<file path="config.mk">
export PLATFORM = sky130hd
export DESIGN_NAME = lap_capture
export DESIGN_NICKNAME = d
export VERILOG_FILES = /design/src/rtl/lap_capture_pkg.sv /design/src/rtl/lap_capture_debounce.sv /design/src/rtl/lap_capture.sv
export SDC_FILE = /design/constraint.sdc
export NUM_CORES = 1
export LEC_CHECK = 0
export CAP_MARGIN = 20
export CORE_UTILIZATION = 45
export CTS_BUF_LIST = sky130_fd_sc_hd__clkbuf_4 sky130_fd_sc_hd__clkbuf_8 sky130_fd_sc_hd__clkbuf_16
export CTS_CLUSTER_SIZE = 25
export DETAILED_ROUTE_END_ITERATION = 6
export PLACE_DENSITY = 0.74
export SYNTH_ARGS = -nofsm -noshare
export SYNTH_HDL_FRONTEND = slang
export SYNTH_SLANG_ARGS = --single-unit
</file>
<file path="constraint.sdc">
create_clock -name clk -period 4.6 [get_ports clk]
set_input_delay 1.38 -clock clk [delete_from_list [all_inputs] [get_ports clk]]
set_output_delay 1.38 -clock clk [all_outputs]
set_load 0.03 [all_outputs]
</file>
<file path="src/rtl/lap_capture_pkg.sv">
// Shared definitions for the stopwatch front end (lap_capture).
//   state_t        : run/pause/idle FSM encoding
//   BCD_DIGIT_MAX  : largest value a BCD digit may hold
//   TIME_W         : width of the two-digit BCD time word
//   bcd_inc()      : two-digit BCD increment, 99 wraps to 00
package lap_capture_pkg;

  typedef enum logic [1:0] {
    ST_IDLE  = 2'd0,
    ST_RUN   = 2'd1,
    ST_PAUSE = 2'd2
  } state_t;

  localparam logic [3:0]  BCD_DIGIT_MAX = 4'd9;
  localparam int unsigned TIME_W        = 8;

  function automatic logic [TIME_W-1:0] bcd_inc(input logic [TIME_W-1:0] t);
    logic [3:0] tens;
    logic [3:0] units;
    tens  = t[7:4];
    units = t[3:0];
    if (units == BCD_DIGIT_MAX) begin
      units = '0;
      tens  = (tens == BCD_DIGIT_MAX) ? '0 : tens + 4'd1;
    end else begin
      units = units + 4'd1;
    end
    return {tens, units};
  endfunction

endpackage

</file>
<file path="src/rtl/lap_capture_debounce.sv">
// btn_debounce: conditions one raw push-button.
//   clk, reset : system clock, asynchronous active-high reset
//   btn        : raw button level, asynchronous to clk
//   pulse      : one-cycle registered strobe on each accepted press (0->1)
// A new level is accepted only after it has differed from the debounced
// level for DEBOUNCE_CYCLES consecutive cycles; releases give no pulse.
module btn_debounce #(
  parameter int unsigned DEBOUNCE_CYCLES = 1000000
) (
  input  logic clk,
  input  logic reset,
  input  logic btn,
  output logic pulse
);

  localparam int unsigned CNT_W = (DEBOUNCE_CYCLES > 1) ? $clog2(DEBOUNCE_CYCLES) : 1;
  localparam logic [CNT_W-1:0] CNT_LAST = CNT_W'(DEBOUNCE_CYCLES - 1);

  logic             sync1;
  logic             sync2;
  logic             level;
  logic             level_d;
  logic [CNT_W-1:0] cnt;

  always_ff @(posedge clk or posedge reset) begin
    if (reset) begin
      sync1   <= 1'b0;
      sync2   <= 1'b0;
      level   <= 1'b0;
      level_d <= 1'b0;
      cnt     <= '0;
      pulse   <= 1'b0;
    end else begin
      sync1   <= btn;
      sync2   <= sync1;
      level_d <= level;
      pulse   <= level & ~level_d;
      if (sync2 != level) begin
        if (cnt == CNT_LAST) begin
          level <= sync2;
          cnt   <= '0;
        end else begin
          cnt <= cnt + CNT_W'(1);
        end
      end else begin
        cnt <= '0;
      end
    end
  end

endmodule

</file>
<file path="src/rtl/lap_capture.sv">
// lap_capture: stopwatch front end feeding the lap stash.
//   clk, reset   : system clock, asynchronous active-high reset
//   btn_run      : raw start/pause button
//   btn_lap      : raw lap (RUN) / clear (PAUSE) button
//   btn_next     : raw browse button
//   time_bcd     : live two-digit BCD seconds, [7:4] tens, [3:0] units
//   running      : high while the FSM is in RUN
//   sample_out   : last captured lap time (BCD), held until next capture
//   sample_valid : one-cycle strobe, cycle after a lap is captured
//   next_pulse   : one-cycle browse strobe, aligned like sample_valid
module lap_capture
  import lap_capture_pkg::*;
#(
  parameter int unsigned TICKS_PER_SEC   = 100000000,
  parameter int unsigned DEBOUNCE_CYCLES = 1000000
) (
  input  logic              clk,
  input  logic              reset,
  input  logic              btn_run,
  input  logic              btn_lap,
  input  logic              btn_next,
  output logic [TIME_W-1:0] time_bcd,
  output logic              running,
  output logic [TIME_W-1:0] sample_out,
  output logic              sample_valid,
  output logic              next_pulse
);

  localparam int unsigned PRESC_W = $clog2(TICKS_PER_SEC);
  localparam logic [PRESC_W-1:0] PRESC_LAST = PRESC_W'(TICKS_PER_SEC - 1);

  logic               run_p;
  logic               lap_p;
  logic               next_p;
  state_t             state;
  state_t             state_next;
  logic               capture;
  logic               clear_time;
  logic               tick;
  logic [PRESC_W-1:0] presc;

  btn_debounce #(.DEBOUNCE_CYCLES(DEBOUNCE_CYCLES)) u_db_run (
    .clk(clk), .reset(reset), .btn(btn_run), .pulse(run_p)
  );
  btn_debounce #(.DEBOUNCE_CYCLES(DEBOUNCE_CYCLES)) u_db_lap (
    .clk(clk), .reset(reset), .btn(btn_lap), .pulse(lap_p)
  );
  btn_debounce #(.DEBOUNCE_CYCLES(DEBOUNCE_CYCLES)) u_db_next (
    .clk(clk), .reset(reset), .btn(btn_next), .pulse(next_p)
  );

  // run wins over lap in PAUSE (no clear); in RUN both act together.
  always_comb begin
    state_next = state;
    capture    = 1'b0;
    clear_time = 1'b0;
    case (state)
      ST_IDLE: begin
        if (run_p) state_next = ST_RUN;
      end
      ST_RUN: begin
        capture = lap_p;
        if (run_p) state_next = ST_PAUSE;
      end
      ST_PAUSE: begin
        if (run_p) begin
          state_next = ST_RUN;
        end else if (lap_p) begin
          clear_time = 1'b1;
          state_next = ST_IDLE;
        end
      end
      default: state_next = ST_IDLE;
    endcase
  end

  always_ff @(posedge clk or posedge reset) begin
    if (reset) begin
      state   <= ST_IDLE;
      running <= 1'b0;
    end else begin
      state   <= state_next;
      running <= (state_next == ST_RUN);
    end
  end

  assign tick = (state == ST_RUN) && (presc == PRESC_LAST);

  always_ff @(posedge clk or posedge reset) begin
    if (reset) begin
      presc    <= '0;
      time_bcd <= '0;
    end else if (clear_time) begin
      presc    <= '0;
      time_bcd <= '0;
    end else if (state == ST_RUN) begin
      presc <= tick ? '0 : presc + PRESC_W'(1);
      if (tick) time_bcd <= bcd_inc(time_bcd);
    end
  end

  // sample_out takes the pre-increment time_bcd even when a tick lands
  // on the capture edge.
  always_ff @(posedge clk or posedge reset) begin
    if (reset) begin
      sample_out   <= '0;
      sample_valid <= 1'b0;
      next_pulse   <= 1'b0;
    end else begin
      if (capture) sample_out <= time_bcd;
      sample_valid <= capture;
      next_pulse   <= next_p;
    end
  end

endmodule

</file>
==> results.txt <==
xor-xnor portion of the synthesized cell area: 0.1202
clock sink total: 123
initial antenna violation count: 0
Hold WC Path Type: reg2reg
Startpoint Class: register
Boundary Pins: 24
Syn Nets: 574
n_diodes: 0
Post-Synth Simple-Gate Area: 0.2450
Die H: 114.4 um
Routed Wire Length: 10.80 mm
clk slew on worst S/H paths: 0.06 ns
initial core utilization: 0.4674
total track usage: 0.1849
DR WL/cell: 13.96 um
Core Region: 12160 um2
status: complete, no violations
highest metal used: met4
CTS Hold Bufs: 0
area added between synthesis and finish: 17.74%
maximum VDD drop: 0.2450 mV
full die area: 13090 um2
Bufs and invs on worst path: 1
syn_area_per_cell: 10.13 um2
Post-Place Worst Slack: 1.898 ns
via count: 4085
Pwr Density: 366.1 nW/um2
Synth Cell Area: 5684 um2
Max Fanout on Critical Path: 7
initial DRC count: 183
FF+latch count, synth: 123
Final WS setup: 1.640 ns
most frequent cell after synthesis: dfrtp_1
Hold Path Depth: 0
delay of the slowest critical-path stage: 0.71 ns
TritonCTS clock tree: built
area of the multi-input gates: 2479 um2
metal3 WL: 319 um
storage element area: 3078 um2
WHS: 0.3493 ns
Antenna Violating Nets Remaining: 0
Pleak: 2.904 nW
Design Area, Final: 6693 um2
clk root buf: clkbuf_16
routed wl met2: 5.415 mm
crit-path cells: clkdlybuf4s50_1
Max stage delay cell, worst path: clkdlybuf4s50_1
Placed Area: 6107 um2
placed cell count: 742
postcts setup bufs: 0
Mapped Cells: 561
WL met1: 4.950 mm
Fin. Hold Viols: 0
clock buffer depth: 2
critical setup path kind: reg2out
layout cells sized above 1: 0.08746
Post-synth EDFFs: 0
CP endpoint kind: output port
Distinct cells, synth: 45
Post-CTS Resized: 0
Layout fillers: 1034
Rows: 40
clk_lat worst skew: 0.41 ns
FF-to-FF End: presc[6]$_DFFE_PP0N_
launch point of the worst reg-to-reg path: presc[11]$_DFFE_PP0N_
R2R setup slack: 1.88 ns
Top delay family on crit path: buffers and inverters
Final min period: 2.960 ns
Worst Setup EP: time_bcd[0]
gpl congestion: 0.8275
Final period util: 0.6435
most frequent cells after synthesis: dfrtp_1 (123), nor2_1 (99), nand2_1 (47)
Crit. Startpoint: time_bcd[0]$_DFFE_PP0P_
Synth area leader: dfrtp_1
Die W: 114.4 um
vias in the first global route: 4109
Ys Warns: 0
RSZ-0062 raised after global routing: no
Num CTS Buffers: 17
CTS H-tree depth: 4
first-pass GRT wire length: 19.17 mm
Crit. path cell count: 1
worst reg-to-reg path cell count: 5
Synth Area in Adders: 0.01761
main combinational cell family by area after synthesis: simple AND/OR/NAND/NOR gates
multiplexer area fraction after synthesis: 0.01937
Compound-Gate Fraction of Synth Area: 0.03390
main flop type after synthesis: dfrtp_1
DRC errors left: 0
max-cap viol count: 0
Finished Layout Cells: 774
DR vias/cell: 5.278
Clock Skews: 0.005931 ns
drt pass-1 iters: 5
Crit path required time: 3.22 ns
post-synth top area share: 0.5415
Synth area leaders: dfrtp_1 (54%), xor2_1 (6.6%), nor2_1 (6.5%), xnor2_1 (5.4%), nand2_1 (3.1%)
Worst EP arrival: 1.58 ns
post-synthesis sequential area ratio: 0.5415
f_max: 337.8 MHz
ys async rst share: 1.000
DP HPWL: 6.955 mm
fin nets: 606
slew at the pin with the worst max-slew slack: 0.8470 ns
Max Slew Vio Count: 0
GRT Residual Overflow: 0
Port Buffers: 23
setup TNS: 0 ns
max_slew headroom: 0.4301
largest net degree at the start of global routing: 71
Setup violations, final: 0
per-stage QoR:
| step | power, mW | utilization |
|---|---|---|
| 5_1_grt | 2.545 | 0.5503 |
| 3_3_place_gp | 1.166 | 0.5019 |
| 2_1_floorplan | 1.152 | - |
| 3_5_place_dp | 1.169 | 0.5022 |
| 6_report | 2.450 | 0.5503 |
| 4_1_cts | 2.476 | 0.5503 |
flip-flops by register name, indices dropped and copies added (netlist names), 2 cells and up:
name and cells:
u_db_run.cnt 20, u_db_lap.cnt 20, sample_out 8, presc 27, time_bcd 8, u_db_next.cnt 20
state 2
final cells by class:
type                    instances  area share
flip-flops and latches        123      0.4599
multi-input cells             406      0.3703
clock buffers                  18     0.06562
repair buffers                 27     0.04019
well taps                     168     0.03141
clock inverters                14     0.02187
inverters                      18     0.01066
metal layers:
metal / global-route usage / vias up
li1: - / 1984
met1: 0.2387 / 2025
met4: 0.07879 / 0
met2: 0.2998 / 66
met3: 0.04235 / 10
met5: 0 / -
how the worst min path moves through the flow:
stage,startpoint,to,slack [ns]
2_1_floorplan,u_db_next.pulse$_DFF_PP0_,next_pulse$_DFF_PP0_,0.33
3_3_place_gp,u_db_lap.sync1$_DFF_PP0_,u_db_lap.sync2$_DFF_PP0_,0.33
3_5_place_dp,u_db_run.sync1$_DFF_PP0_,u_db_run.sync2$_DFF_PP0_,0.33
4_1_cts,u_db_run.sync1$_DFF_PP0_,u_db_run.sync2$_DFF_PP0_,0.35
5_1_grt,u_db_lap.sync1$_DFF_PP0_,u_db_lap.sync2$_DFF_PP0_,0.35
6_report,u_db_run.sync1$_DFF_PP0_,u_db_run.sync2$_DFF_PP0_,0.35
power by group:
group          switching (mW)  total, mW  leakage [nW]  internal [mW]
Combinational          0.0359     0.0497         0.924         0.0138
Sequential            0.00703       1.10          1.70           1.09
Clock                   0.490       1.30         0.282          0.812
cells in the final DEF, fill, tap and decap left out, types with 11 or more instances in the layout:
master and instances:
and3_1 13, nor4_1 12, xnor2_1 35, nand3_1 34, nor3_1 11, dfrtp_1 123, nand4_1 23, nor2_1 99
xor2_1 43, inv_1 17, clkbuf_16 17, nand2_1 47, o21ai_0 12, clkdlybuf4s50_1 23, a21oi_1 11
kinds of logic after synthesis:
kind of cell	count (synthesis)
compound gates	32
xor+xnor	78
fa+ha+maj	8
buf+inv	32
flops	123
mux	10
simple gates	278
No activity file was read; power rests on OpenSTA's default activity.
